<file path="config.mk">
export PLATFORM = sky130hd
export DESIGN_NAME = aes_pipe_ctrl
export DESIGN_NICKNAME = d
export VERILOG_FILES = /design/src/rtl/aes_pipe_ctrl.sv
export SDC_FILE = /design/constraint.sdc
export NUM_CORES = 1
export LEC_CHECK = 0
export CAP_MARGIN = 20
export CORE_AREA = 2 2 213 215
export CTS_BUF_LIST = sky130_fd_sc_hd__clkbuf_8
export CTS_CLUSTER_DIAMETER = 200
export DETAILED_ROUTE_END_ITERATION = 8
export DIE_AREA = 0 0 215 217
export GPL_ROUTABILITY_DRIVEN = 0
export MAX_ROUTING_LAYER = met4
export PLACE_DENSITY = 0.58
export SLEW_MARGIN = 30
export SYNTH_ARGS = -nofsm -noshare
export SYNTH_HDL_FRONTEND = slang
export SYNTH_SLANG_ARGS = --single-unit
export TNS_END_PERCENT = 10
</file>
<file path="constraint.sdc">
create_clock -name m_axi_mm2s_aclk -period 4.3 [get_ports m_axi_mm2s_aclk]
set_clock_uncertainty 0.1 [all_clocks]
set_input_delay 0.645 -clock m_axi_mm2s_aclk [delete_from_list [all_inputs] [get_ports m_axi_mm2s_aclk]]
set_output_delay 0.645 -clock m_axi_mm2s_aclk [all_outputs]
set_load 0.03 [all_outputs]
</file>
<file path="src/rtl/aes_pipe_ctrl.sv">
// -----------------------------------------------------------------------------
// aes_pipe_ctrl
//
// Flow and key-sequencing controller for a fixed-latency AES-256 core sitting
// between the MM2S stream and the S2MM output FIFO.
//   * Owns MM2S tready and reserves output-FIFO space by credit, so beats that
//     are already in the core can never overrun the FIFO.
//   * Produces the FIFO write strobe and tlast exactly C_PIPE_LAT cycles after
//     the launch into the core.
//   * Swaps the cipher key only at a frame boundary, and only once the pipeline
//     has fully drained.
//
// Ports
//   m_axi_mm2s_aclk  sole clock
//   axi_resetn       asynchronous active-low reset
//   in_tvalid/in_tlast/in_tready  MM2S stream handshake (in_tready is comb.)
//   pipe_launch      accepted beat; loads the core input register
//   out_wr_en/out_last  FIFO write strobe and tlast, aligned to core output
//   fifo_rd          S2MM FIFO pop; returns one credit
//   eof_full         EOF FIFO prog-full; holds off new beats
//   key_wr_req/key_wr_data/key_wr_ack  key change handshake
//   aes_key          registered key to the core
//   key_busy         controller is draining or loading a key
//   credit_cnt/inflight_cnt  debug counters
//   ctrl_err         sticky credit-overflow flag
// -----------------------------------------------------------------------------
module aes_pipe_ctrl #(
    parameter int C_PIPE_LAT   = 30,
    parameter int C_FIFO_DEPTH = 256,
    parameter int C_CNT_WIDTH  = 9,
    parameter int C_KEY_WIDTH  = 256
) (
    input  logic                   m_axi_mm2s_aclk,
    input  logic                   axi_resetn,
    input  logic                   in_tvalid,
    input  logic                   in_tlast,
    output logic                   in_tready,
    output logic                   pipe_launch,
    output logic                   out_wr_en,
    output logic                   out_last,
    input  logic                   fifo_rd,
    input  logic                   eof_full,
    input  logic                   key_wr_req,
    input  logic [C_KEY_WIDTH-1:0] key_wr_data,
    output logic                   key_wr_ack,
    output logic [C_KEY_WIDTH-1:0] aes_key,
    output logic                   key_busy,
    output logic [C_CNT_WIDTH-1:0] credit_cnt,
    output logic [C_CNT_WIDTH-1:0] inflight_cnt,
    output logic                   ctrl_err
);

    typedef enum logic [1:0] {
        ST_RUN   = 2'd0,
        ST_DRAIN = 2'd1,
        ST_LOAD  = 2'd2
    } state_t;

    localparam logic [C_CNT_WIDTH-1:0] CREDIT_FULL = C_CNT_WIDTH'(C_FIFO_DEPTH);
    localparam logic [C_CNT_WIDTH-1:0] CNT_ONE     = C_CNT_WIDTH'(1);

    state_t                 state;
    logic [C_CNT_WIDTH-1:0] credit_q;
    logic [C_CNT_WIDTH-1:0] inflight_q;
    logic [C_KEY_WIDTH-1:0] aes_key_q;
    logic                   key_ack_q;
    logic                   err_q;
    logic                   sof_q;
    logic [C_PIPE_LAT-1:0]  dl_wr;
    logic [C_PIPE_LAT-1:0]  dl_last;
    logic                   key_pend;

    // A request is ignored during the ack cycle so the requester can drop it
    // there without triggering a second swap.
    assign key_pend = key_wr_req & ~key_ack_q;

    // A pending key request at a frame boundary stops the next frame from
    // starting; mid-frame it is deferred until the frame's last beat.
    assign in_tready = (state == ST_RUN) & (credit_q != '0) & ~eof_full
                     & ~(key_pend & sof_q);
    assign pipe_launch = in_tvalid & in_tready;

    assign out_wr_en    = dl_wr[C_PIPE_LAT-1];
    assign out_last     = dl_last[C_PIPE_LAT-1];
    assign key_wr_ack   = key_ack_q;
    assign aes_key      = aes_key_q;
    assign key_busy     = (state != ST_RUN);
    assign credit_cnt   = credit_q;
    assign inflight_cnt = inflight_q;
    assign ctrl_err     = err_q;

    // Delay line mirroring the core latency.
    // NOTE: this shift register is reset on purpose (unlike a data RAM): beats
    // in flight at reset must never produce a FIFO write afterwards.
    always_ff @(posedge m_axi_mm2s_aclk or negedge axi_resetn) begin
        if (!axi_resetn) begin
            dl_wr   <= '0;
            dl_last <= '0;
        end else begin
            dl_wr[0]   <= pipe_launch;
            dl_last[0] <= pipe_launch & in_tlast;
            // NOTE: non-blocking assignments make every stage read the value
            // from before the edge, so loop order does not matter.
            for (int i = 1; i < C_PIPE_LAT; i++) begin
                dl_wr[i]   <= dl_wr[i-1];
                dl_last[i] <= dl_last[i-1];
            end
        end
    end

    // Credit counter: one credit per free FIFO entry not yet reserved.
    always_ff @(posedge m_axi_mm2s_aclk or negedge axi_resetn) begin
        if (!axi_resetn) begin
            credit_q <= CREDIT_FULL;
            err_q    <= 1'b0;
        end else if (pipe_launch && !fifo_rd) begin
            credit_q <= credit_q - CNT_ONE;
        end else if (fifo_rd && !pipe_launch) begin
            // A pop with no reservation outstanding is a protocol error; the
            // counter saturates instead of wrapping.
            if (credit_q == CREDIT_FULL) begin
                err_q <= 1'b1;
            end else begin
                credit_q <= credit_q + CNT_ONE;
            end
        end
    end

    // Beats currently inside the core.
    always_ff @(posedge m_axi_mm2s_aclk or negedge axi_resetn) begin
        if (!axi_resetn) begin
            inflight_q <= '0;
        end else if (pipe_launch && !out_wr_en) begin
            inflight_q <= inflight_q + CNT_ONE;
        end else if (out_wr_en && !pipe_launch) begin
            inflight_q <= inflight_q - CNT_ONE;
        end
    end

    // Start-of-frame tracking: next accepted beat begins a new frame.
    always_ff @(posedge m_axi_mm2s_aclk or negedge axi_resetn) begin
        if (!axi_resetn) begin
            sof_q <= 1'b1;
        end else if (pipe_launch) begin
            sof_q <= in_tlast;
        end
    end

    // Key sequencing FSM.
    always_ff @(posedge m_axi_mm2s_aclk or negedge axi_resetn) begin
        if (!axi_resetn) begin
            state     <= ST_RUN;
            aes_key_q <= '0;
            key_ack_q <= 1'b0;
        end else begin
            key_ack_q <= 1'b0;
            case (state)
                ST_RUN: begin
                    if (key_pend && sof_q) begin
                        state <= ST_DRAIN;
                    end
                end
                ST_DRAIN: begin
                    if (inflight_q == '0) begin
                        state <= ST_LOAD;
                    end
                end
                ST_LOAD: begin
                    aes_key_q <= key_wr_data;
                    key_ack_q <= 1'b1;
                    state     <= ST_RUN;
                end
                default: begin
                    state <= ST_RUN;
                end
            endcase
        end
    end

endmodule

</file>
[Word-level counts from Yosys, hierarchy flattened]
Index checks and enable logic that the tools add are counted.
Word-level totals
  flip-flop bits (word level): 339
  latch bits: 0
  bits in writable memories: 0
  memory bits (read-only): 0
  input port bits: 263
  output and inout bits: 281
  logic and storage cells: 56
  memories: 0
Cells by class
  add/sub/neg operators: 4
  multiply operators: 0
  div/mod/pow operators: 0
  $lt $le $gt $ge: 0
  equality and inequality tests: 6
  shift operators: 0
  multiplexer cells: 9
  bitwise operators: 11
  reductions and logical operators: 17
Operator list (count)
  9-bit 2-to-1 mux: 5
  9-bit by 1-bit adder with 9-bit output (second input constant): 2
  9-bit by 1-bit subtractor with 9-bit output (second input constant): 2
  9-bit equality test (second input constant): 1
  9-bit logical NOT: 1
  9-bit nonzero test: 1
  1-bit bitwise AND: 7
  2-bit nonzero test: 3
  1-bit logical AND: 5
  2-bit 2-to-1 mux: 2
  2-bit inequality test (second input constant): 2
  1-bit NOT: 4
  2-bit one-hot mux with 2 select lines: 1
  2-bit AND reduction: 2
  1-bit logical NOT: 3
  3-bit AND reduction: 1
  2-bit by 1-bit equality test with 1-bit output (second input constant): 1
  2-bit equality test (second input constant): 1
  2-bit logical NOT: 1
  2-bit by 1-bit inequality test with 1-bit output (second input constant): 1
  1-bit 2-to-1 mux: 1

[Longest topological paths before layout]
Gate-level depths: netlist (run 1).
  word-level depth: 10
  depth in mapped cells: 12
  mapped depth without buffers: 12

[Least setup slack after synthesis (run 1)]
OpenSTA, ideal clock, no wires.
  path type: flip-flop to flip-flop
  from: register state[0]
  to: register inflight_q[8], in the netlist inflight_cnt[8]
  setup time: 104 ps
  data arrival time: 3191 ps
  required time: 4096 ps
  slack: 905 ps
  cell stages (with the launch flop): 12
  path buffers: 0
  clock period less this slack: 3395 ps
  cell sequence: dfrtp_1 > or2_1 > nor3_1 > o211a_1 > ha_1 > inv_1 > ha_1 > nor2b_4 > o31a_4 > o211ai_2 > a21oi_1 > o41ai_2
On the way
  word-level cells in the longest chain between the ends: 8
  elaborated cells between the ends (all ways): 10
  those cells by class: 1 x mux; 4 x bitwise; 5 x reduce/logical
RTL lines
  start: declaration: RTL line 62  | state_t state;
  start signal: assignment: RTL line 152  | state <= ST_RUN;
  start signal: assignment: RTL line 160  | state <= ST_DRAIN;
  start signal: assignment: RTL line 165  | state <= ST_LOAD;
  2-bit logical NOT (*): RTL line 79  | assign in_tready = (state == ST_RUN) & (credit_q != '0) & ~eof_full
  1-bit bitwise AND (*) (2 in series): RTL line 79
  1-bit bitwise AND (*): RTL line 80  | & ~(key_pend & sof_q);
  1-bit bitwise AND (*): RTL line 81  | assign pipe_launch = in_tvalid & in_tready;
  via pipe_launch: RTL line 38  | output logic pipe_launch,
  1-bit logical NOT: RTL line 135  | end else if (out_wr_en && !pipe_launch) begin
  1-bit logical AND: RTL line 135
  2-bit nonzero test (no source line)
  end signal: assignment: RTL line 134  | inflight_q <= inflight_q + CNT_ONE;
  end signal: assignment: RTL line 136  | inflight_q <= inflight_q - CNT_ONE;
  end: declaration: RTL line 64  | logic [C_CNT_WIDTH-1:0] inflight_q;
Mark *: on every way through the listed nets, which the timed path passes. The rest lies on a longest branch.
A chain may end at the register's enable or synchronous reset.

[Worst setup path in the final report (run 1)]
  from: register state[0]
  to: register credit_q[7], in the netlist credit_cnt[7]
On the way
  word-level cells in the longest chain between the ends: 9
  elaborated cells between the ends (all ways): 12
  those cells by class: 1 x eq/ne; 1 x mux; 4 x bitwise; 6 x reduce/logical
RTL lines
  2-bit logical NOT (*): RTL line 79
  1-bit bitwise AND (*) (2 in series): RTL line 79
  1-bit bitwise AND (*): RTL line 80
  1-bit bitwise AND (*): RTL line 81
  1-bit logical NOT: RTL line 118  | end else if (fifo_rd && !pipe_launch) begin
  1-bit logical AND: RTL line 118
  2-bit nonzero test (no source line)
  2-bit AND reduction (no source line)
  end signal: assignment: RTL line 117  | credit_q <= credit_q - CNT_ONE;
  end signal: assignment: RTL line 124  | credit_q <= credit_q + CNT_ONE;
  end: declaration: RTL line 63  | logic [C_CNT_WIDTH-1:0] credit_q;
Every way passes the cells marked *; elsewhere a longest branch is shown, timed or not.

==> results of run 1 <==
-- through the flow --
stage          setup WS, ns  hold slack, ns  std cells  power (mW)
2_1_floorplan         0.905           0.231        776        6.41
3_3_place_gp          0.513           0.232       1900        8.25
3_5_place_dp          0.408           0.235       1900        8.29
4_1_cts               0.804           0.239       2008        11.4
5_1_grt               0.581           0.246       2010        11.8
6_report              0.801           0.241       2010        11.2
-- worst max-delay path, cell delays in order, from the launching register on --
cell and delay (ns):
sky130_fd_sc_hd__dfrtp_1 0.43, sky130_fd_sc_hd__or2_1 0.27, sky130_fd_sc_hd__nor3_1 0.23, sky130_fd_sc_hd__o211a_1 0.36, sky130_fd_sc_hd__ha_1 0.55, sky130_fd_sc_hd__ha_1 0.40, sky130_fd_sc_hd__and3_1 0.22, sky130_fd_sc_hd__a2111oi_4 0.41
sky130_fd_sc_hd__a21oi_1 0.15, sky130_fd_sc_hd__xnor2_1 0.14, sky130_fd_sc_hd__o21ai_0 0.14
-- sequential cells by signal (all words and copies together), names as in the netlist --
register and count:
dl_wr 30, credit_cnt 9, inflight_cnt 9, sof_q 1
aes_key 256, state 2, key_wr_ack 1, ctrl_err 1
dl_last 30
-- report_power, final --
group	switching (mW)	total, mW	internal, mW
combinational	2.13	3.99	1.85
sequential	0.394	4.22	3.83
clock	1.32	3.03	1.71
total	3.84	11.2	7.40
-- per-layer routing --
metal / wire, um / global-route usage, %
met4: 886 / 4.97
met5: 0 / -
met3: 2780 / 5.03
met2: 18100 / 26.3
met1: 14800 / 18.8
-- final timing paths --
check	end	cells after the start	slack, ns	start
setup / recovery	credit_cnt[7]	10	0.80	state[0]
setup reg to reg	credit_cnt[7]	10	0.80	state[0]
hold / removal	dl_last[18]	0	0.24	dl_last[17]
min in group asynchronous	aes_key[193]	2	0.52	axi_resetn
max in group asynchronous	sof_q	3	2.49	axi_resetn
hold reg to reg	dl_last[18]	0	0.24	dl_last[17]
-- what timing repair did --
item / 4_1_cts / 5_1_grt
hold endpoints to repair: 91 / 0
setup buffers: 0 / 0
hold buffers: 1 / 0
-- layout make-up --
cell class / count / share of cell area [%]
Antenna cell: 2 / 0.0249
Sequential cell: 339 / 42.2
Clock inverter: 30 / 0.902
Multi-Input combinational cell: 396 / 19.9
Timing Repair Buffer: 557 / 27.8
Tap cell: 600 / 3.73
Inverter: 9 / 0.168
Clock buffer: 77 / 5.27
-- placed cells by master (no fill, tap or decap), drive strengths merged, types with 2 or more instances in the layout --
cell type,instances
a2111oi,2
a211oi,3
a21o,5
a21oi,11
a41o,2
and2,2
and3,3
buf,14
bufinv,2
clkbuf,77
clkdlybuf4s50,542
clkinv,7
dfrtp,337
dfstp,2
diode,2
fa,2
ha,17
inv,29
mux2,258
nand2,19
nor2,7
nor2b,2
nor3,3
nor4,4
o211ai,5
o21a,4
o21ai,14
o21bai,2
o31a,2
or2,3
or3,2
xnor2,4
xor2,10
-- kinds of logic (layout without fill, tap and decap cells) --
logic type | after synthesis | after routing | share of synthesized area [%]
DFF | 339 | 339 | 66.6
muxes | 259 | 259 | 22.9
AOI/OAI and AO/OA | 56 | 56 | 3.35
and+or+nand+nor | 48 | 48 | 2.13
buffers and inverters | 41 | 673 | 2.00
adders and majority gates | 19 | 19 | 1.98
xor gates and xnor gates | 14 | 14 | 0.963
other | 0 | 2 | 0
==> impl_metrics.xml, run 1 <==
<?xml version="1.0" encoding="UTF-8"?>
<metrics>
  <group name="outcome">
    <metric name="outcome" unit="">finished, final reports clean</metric>
  </group>
  <group name="pwr">
    <metric name="worst_ir_drop_vdd" unit="mV">0.344</metric>
    <metric name="p_leak" unit="nW">9.37</metric>
    <metric name="p_per_area" unit="nW/um2">559</metric>
  </group>
  <group name="clock_tree">
    <metric name="clkSinkCount" unit="">339</metric>
    <metric name="total_cts_buffers" unit="">61</metric>
    <metric name="tritoncts" unit="">yes</metric>
    <metric name="clock_tree.root_cell" unit="">sky130_fd_sc_hd__clkbuf_8</metric>
    <metric name="insertion_delay" unit="ns">0.62</metric>
    <metric name="clk_pin_slew_worst_paths" unit="ns">0.06</metric>
    <metric name="post_cts.resized_instances" unit="">0</metric>
    <metric name="clock_path_buffers" unit="">3</metric>
    <metric name="ctsHtreeMaxLevel" unit="">2</metric>
  </group>
  <group name="placed_design">
    <metric name="buffer_ports.inserted" unit="">543</metric>
    <metric name="placed_cell_area" unit="um2">18900</metric>
    <metric name="dpl.hpwl" unit="um">26700</metric>
  </group>
  <group name="route">
    <metric name="via_count_normalized_by_instance_count" unit="">4.28</metric>
    <metric name="first_pass_iters" unit="">4</metric>
    <metric name="postRouteAntennaNets" unit="">0</metric>
    <metric name="detailedRoute.firstIterationViolations" unit="">415</metric>
    <metric name="number_of_remaining_drc_errors" unit="">0</metric>
    <metric name="detail_route.wl_per_cell" unit="um">18.2</metric>
    <metric name="num_vias" unit="">8606</metric>
    <metric name="routed_wl" unit="um">36600</metric>
  </group>
  <group name="sta">
    <metric name="timing.setup.tns" unit="ns">0</metric>
    <metric name="finalHoldViolations" unit="">0</metric>
    <metric name="tcrit_tclk_final" unit="%">81.4</metric>
    <metric name="post_layout_min_period" unit="ns">3.50</metric>
    <metric name="tightestPinTransition" unit="ns">0.885</metric>
    <metric name="rsz0062_at_grt" unit="">false</metric>
    <metric name="setup_violations" unit="">0</metric>
    <metric name="timing.max_slew.rel_slack" unit="%">40.9</metric>
    <metric name="timing_max_transition_violations_final" unit="">0</metric>
    <metric name="fmaxAchievable" unit="MHz">286</metric>
  </group>
  <group name="setup_path">
    <metric name="worst-endpoint-required" unit="ns">4.74</metric>
    <metric name="critical_path.endpoint_type" unit="">flop</metric>
    <metric name="start_kind" unit="">flop</metric>
    <metric name="cp_max_fo" unit="">11</metric>
    <metric name="timing.setup.critical_path_class" unit="">flop to flop</metric>
    <metric name="cp_data_arrival_time" unit="ns">3.94</metric>
  </group>
  <group name="synth">
    <metric name="yosysTopAreaCellShare" unit="%">66.2</metric>
    <metric name="synth_cells" unit="">776</metric>
    <metric name="netlist_top_cells_area" unit="">sky130_fd_sc_hd__dfrtp_1 (66%), sky130_fd_sc_hd__mux2_2 (23%), sky130_fd_sc_hd__ha_1 (1.7%), sky130_fd_sc_hd__buf_4 (1.4%), sky130_fd_sc_hd__xor2_1 (0.69%)</metric>
    <metric name="yosys.area.top_type" unit="">sky130_fd_sc_hd__dfrtp_1</metric>
    <metric name="synthArstFlopShare" unit="%">100</metric>
    <metric name="syn_area" unit="um2">12700</metric>
    <metric name="ys_ff_latch" unit="">339</metric>
    <metric name="synth.most_common_cell" unit="">sky130_fd_sc_hd__dfrtp_1</metric>
    <metric name="synth-edff-count" unit="">0</metric>
    <metric name="synthFlopType" unit="">sky130_fd_sc_hd__dfrtp_1</metric>
    <metric name="yosys_warnings" unit="">0</metric>
    <metric name="synth.top_cells.by_count" unit="">sky130_fd_sc_hd__dfrtp_1 (337), sky130_fd_sc_hd__mux2_2 (256), sky130_fd_sc_hd__buf_4 (23)</metric>
    <metric name="synth-seq-area-share" unit="%">66.6</metric>
    <metric name="distinct_cell_type_count_of_the_synthesized_netlist" unit="">52</metric>
    <metric name="mappedNetlistNets" unit="">1058</metric>
    <metric name="syn-mean-instance-area" unit="um2">16.4</metric>
  </group>
  <group name="floorplan">
    <metric name="die_x" unit="um">215</metric>
    <metric name="die_h" unit="um">217</metric>
    <metric name="rows" unit="">78</metric>
    <metric name="core_region_area" unit="um2">44700</metric>
    <metric name="initial_utilization" unit="%">28.5</metric>
    <metric name="design.portCount" unit="">544</metric>
    <metric name="design.die.area" unit="um2">46700</metric>
  </group>
  <group name="global_routing">
    <metric name="grt_pass1_vias" unit="">9439</metric>
    <metric name="grt_antenna_before_repair" unit="">2</metric>
    <metric name="grt_pass1_wl" unit="um">56400</metric>
    <metric name="gr-total-overflow" unit="">0</metric>
    <metric name="grt_use_total" unit="%">16.0</metric>
    <metric name="grt_start_max_net_pins" unit="">96</metric>
  </group>
  <group name="layout">
    <metric name="seqCellArea" unit="um2">8490</metric>
    <metric name="stdcell_area" unit="um2">20100</metric>
    <metric name="utilization" unit="%">45.0</metric>
    <metric name="fraction_of_layout_instances_using_a_drive_strength_above_1" unit="%">26.4</metric>
    <metric name="net_total_in_the_final_layout" unit="">1646</metric>
    <metric name="area_growth_syn_to_layout" unit="%">58.0</metric>
    <metric name="fillerInstances" unit="">4124</metric>
    <metric name="multiInputGateArea" unit="um2">4000</metric>
  </group>
  <group name="hold_path">
    <metric name="worst_hold_path_type" unit="">flop to flop</metric>
  </group>
  <group name="job">
    <metric name="cap_violations" unit="">0</metric>
  </group>
</metrics>
Note: power is estimated with default switching activity, not from simulation.
==> run 2: changes to the inputs <==
==> constraint.sdc (replaced) <==
create_clock -name m_axi_mm2s_aclk -period 3.49 [get_ports m_axi_mm2s_aclk]
set_clock_uncertainty 0.1 [all_clocks]
set_input_delay 0.5235 -clock m_axi_mm2s_aclk [delete_from_list [all_inputs] [get_ports m_axi_mm2s_aclk]]
set_output_delay 0.5235 -clock m_axi_mm2s_aclk [all_outputs]
set_load 0.03 [all_outputs]
==> run 2 against run 1 <==
Effect of this change:
- total power up 23%
- sequential cell count unchanged
- combinational power up 23%
- highest routed layer unchanged
- clock-buffer cell count up 2
- worst hold slack worse by 0.0015 ns
- critical path type unchanged
- utilization up 0.073 points
- routed wire length down 0.10%
- design area up 0.16%
- critical endpoint is now credit_cnt[8]
- largest cell class unchanged
==> impl_metrics.xml, run 2 (synthesis gave the netlist of run 1 again) <==
<?xml version="1.0" encoding="UTF-8"?>
<metrics>
  <group name="layout">
    <metric name="layout.cells.most_common_list" unit="">sky130_fd_sc_hd__clkdlybuf4s50_1 (541), sky130_fd_sc_hd__dfrtp_1 (337), sky130_fd_sc_hd__mux2_2 (256), sky130_fd_sc_hd__clkbuf_8 (79), sky130_fd_sc_hd__inv_1 (28)</metric>
    <metric name="area_growth_syn_to_layout" unit="%">58.2</metric>
    <metric name="layout.cells.most_common" unit="">sky130_fd_sc_hd__clkdlybuf4s50_1</metric>
    <metric name="largest_register_ffs" unit="">256</metric>
    <metric name="fraction_of_layout_instances_using_a_drive_strength_above_1" unit="%">26.6</metric>
    <metric name="utilization" unit="%">45.1</metric>
    <metric name="fillerInstances" unit="">4163</metric>
    <metric name="num_antenna_cells" unit="">0</metric>
    <metric name="stdcell_area" unit="um2">20100</metric>
    <metric name="net_total_in_the_final_layout" unit="">1648</metric>
    <metric name="layout.cells.non_filler" unit="">2009</metric>
  </group>
  <group name="floorplan">
    <metric name="rows" unit="">78</metric>
    <metric name="die_h" unit="um">217</metric>
    <metric name="die_x" unit="um">215</metric>
    <metric name="design.die.area" unit="um2">46700</metric>
    <metric name="core_region_area" unit="um2">44700</metric>
    <metric name="design.portCount" unit="">544</metric>
    <metric name="initial_utilization" unit="%">28.5</metric>
  </group>
  <group name="global_routing">
    <metric name="grt_use_total" unit="%">15.8</metric>
    <metric name="gr-total-overflow" unit="">0</metric>
    <metric name="grt_start_max_net_pins" unit="">114</metric>
    <metric name="grt_pass1_wl" unit="um">55500</metric>
    <metric name="grt_pass1_vias" unit="">9201</metric>
    <metric name="grt_antenna_before_repair" unit="">0</metric>
  </group>
  <group name="clock_tree">
    <metric name="total_cts_buffers" unit="">60</metric>
    <metric name="clock_tree.root_cell" unit="">sky130_fd_sc_hd__clkbuf_8</metric>
    <metric name="post-cts-setup-buffer-count" unit="">0</metric>
    <metric name="clk_pin_slew_worst_paths" unit="ns">0.06</metric>
    <metric name="tritoncts" unit="">yes</metric>
    <metric name="insertion_delay" unit="ns">0.62</metric>
    <metric name="clkSinkCount" unit="">339</metric>
    <metric name="clock_path_buffers" unit="">3</metric>
    <metric name="ctsHtreeMaxLevel" unit="">2</metric>
  </group>
  <group name="sta">
    <metric name="timing.max_slew.rel_slack" unit="%">56.1</metric>
    <metric name="post_layout_min_period" unit="ns">3.17</metric>
    <metric name="tcrit_tclk_final" unit="%">91.0</metric>
    <metric name="tightestPinTransition" unit="ns">0.659</metric>
    <metric name="finalHoldViolations" unit="">0</metric>
    <metric name="setup_violations" unit="">0</metric>
    <metric name="timing_max_transition_violations_final" unit="">0</metric>
    <metric name="timing.setup.tns" unit="ns">0</metric>
    <metric name="fmaxAchievable" unit="MHz">315</metric>
    <metric name="rsz0062_at_grt" unit="">false</metric>
  </group>
  <group name="pwr">
    <metric name="p_per_area" unit="nW/um2">687</metric>
    <metric name="power.switching" unit="mW">4.75</metric>
    <metric name="internal_power_summed_over_all_cells" unit="mW">9.09</metric>
    <metric name="power.share.clock" unit="%">26.8</metric>
    <metric name="worst_ir_drop_vdd" unit="mV">0.478</metric>
    <metric name="p_leak" unit="nW">9.39</metric>
    <metric name="seqPwrFrac" unit="%">37.6</metric>
    <metric name="swShare" unit="%">34.3</metric>
    <metric name="total_power" unit="mW">13.8</metric>
    <metric name="combPwrFrac" unit="%">35.6</metric>
  </group>
  <group name="hold_path">
    <metric name="cell_depth_of_the_worst_min_delay_path" unit="">0</metric>
    <metric name="worst_hold_path_type" unit="">flop to flop</metric>
  </group>
  <group name="setup_path">
    <metric name="cp_data_arrival_time" unit="ns">3.63</metric>
    <metric name="path_depth" unit="">10</metric>
    <metric name="cp_max_fo" unit="">8</metric>
    <metric name="crit_path_top_delay_cell" unit="">sky130_fd_sc_hd__a2111oi_0</metric>
    <metric name="critical_path.cell_chain" unit="">or2_1 &gt; nor3_1 &gt; o211a_1 &gt; ha_2 &gt; ha_1 &gt; a2111oi_0 &gt; o21ai_0 &gt; a21oi_1 &gt; a41o_1 &gt; xor2_1</metric>
    <metric name="critical_path.endpoint_type" unit="">flop</metric>
    <metric name="r2r_cells" unit="">10</metric>
    <metric name="critPathBufInv" unit="">0</metric>
    <metric name="worst-endpoint-required" unit="ns">3.95</metric>
    <metric name="timing.critical_path.slowest_cell_delay" unit="ns">0.49</metric>
    <metric name="cp_top_family" unit="">compound AO/OA/AOI/OAI gates</metric>
    <metric name="start_kind" unit="">flop</metric>
    <metric name="timing.setup.critical_path_class" unit="">flop to flop</metric>
  </group>
  <group name="job">
    <metric name="cap_violations" unit="">0</metric>
  </group>
  <group name="route">
    <metric name="postRouteAntennaNets" unit="">0</metric>
    <metric name="via_count_normalized_by_instance_count" unit="">4.29</metric>
    <metric name="num_vias" unit="">8621</metric>
    <metric name="number_of_remaining_drc_errors" unit="">0</metric>
    <metric name="first_pass_iters" unit="">6</metric>
    <metric name="routed_wl" unit="um">36500</metric>
    <metric name="detailedRoute.firstIterationViolations" unit="">350</metric>
    <metric name="detail_route.wl_per_cell" unit="um">18.2</metric>
  </group>
  <group name="outcome">
    <metric name="outcome" unit="">finished, final reports clean</metric>
  </group>
  <group name="placed_design">
    <metric name="dpl.hpwl" unit="um">26600</metric>
    <metric name="placed_cell_area" unit="um2">18900</metric>
    <metric name="buffer_ports.inserted" unit="">543</metric>
    <metric name="post-place-cells" unit="">1903</metric>
  </group>
</metrics>
-- run 2: changes by cell type in the layout (fill, tap and decap cells not counted), sizes merged, moves of 2 or more --
cell      previous run  this run
clkinv               7         3
buf                 14        17
clkbuf              77        79
clkinvlp             1         3
diode                2         0
-- run 2: per-stage QoR --
step | worst slack [ns] | hold slack [ns]
2_1_floorplan | 0.0952 | 0.128
3_3_place_gp | 0.0736 | 0.232
3_5_place_dp | -0.0911 | 0.235
4_1_cts | 0.0735 | 0.238
5_1_grt | 0.0723 | 0.246
6_report | 0.315 | 0.239
-- run 2: final timing paths --
path / from / slack [ns] / endpoint
min in group asynchronous: axi_resetn / 0.33 / aes_key[188]
worst max-delay path: state[0] / 0.32 / credit_cnt[8]
worst min register to register: dl_last[6] / 0.24 / dl_last[7]
worst max register to register: state[0] / 0.32 / credit_cnt[8]
worst min-delay path: dl_last[6] / 0.24 / dl_last[7]
max in group asynchronous: axi_resetn / 2.11 / aes_key[22]
-- run 2: area by class of cell --
cell class / count / area (um2) / share of cell area, %
clock buffer: 79 / 1090 / 5.40
clock inverter: 26 / 139 / 0.689
inverter: 9 / 33.8 / 0.168
multi-input combinational: 396 / 4000 / 19.9
sequential: 339 / 8490 / 42.1
tap: 600 / 751 / 3.73
timing repair buffer: 560 / 5650 / 28.0
-- run 2: worst reg2reg max path, stage by stage, from the launching register on --
cell,delay [ns]
sky130_fd_sc_hd__dfrtp_1,0.44
sky130_fd_sc_hd__or2_1,0.27
sky130_fd_sc_hd__nor3_1,0.25
sky130_fd_sc_hd__o211a_1,0.27
sky130_fd_sc_hd__ha_2,0.31
sky130_fd_sc_hd__ha_1,0.31
sky130_fd_sc_hd__a2111oi_0,0.49
sky130_fd_sc_hd__o21ai_0,0.21
sky130_fd_sc_hd__a21oi_1,0.17
sky130_fd_sc_hd__a41o_1,0.13
sky130_fd_sc_hd__xor2_1,0.15
-- run 2: metal layers --
metal	part of all wire (%)	up-vias	GRT usage, %
li1	-	3937	-
met3	8.1	64	5.49
met1	40	4269	18.1
met4	2.2	0	4.67
met2	50	351	26.1
met5	0	-	-
-- run 2: power by group through the flow --
stage          logic [mW]  registers (mW)  clock network [mW]
3_5_place_dp         4.96            5.28                   0
3_3_place_gp         4.93            5.25                   0
2_1_floorplan        1.24            6.66                   0
5_1_grt              5.18            5.31                4.06
4_1_cts              4.98            5.22                3.90
6_report             4.92            5.21                3.70
-- run 2: repair_timing --
action / 4_1_cts / 5_1_grt
hold buffers: 1 / 0
resized for setup: 0 / 2
setup endpoints to repair: 0 / 3
hold endpoints to repair: 51 / 0
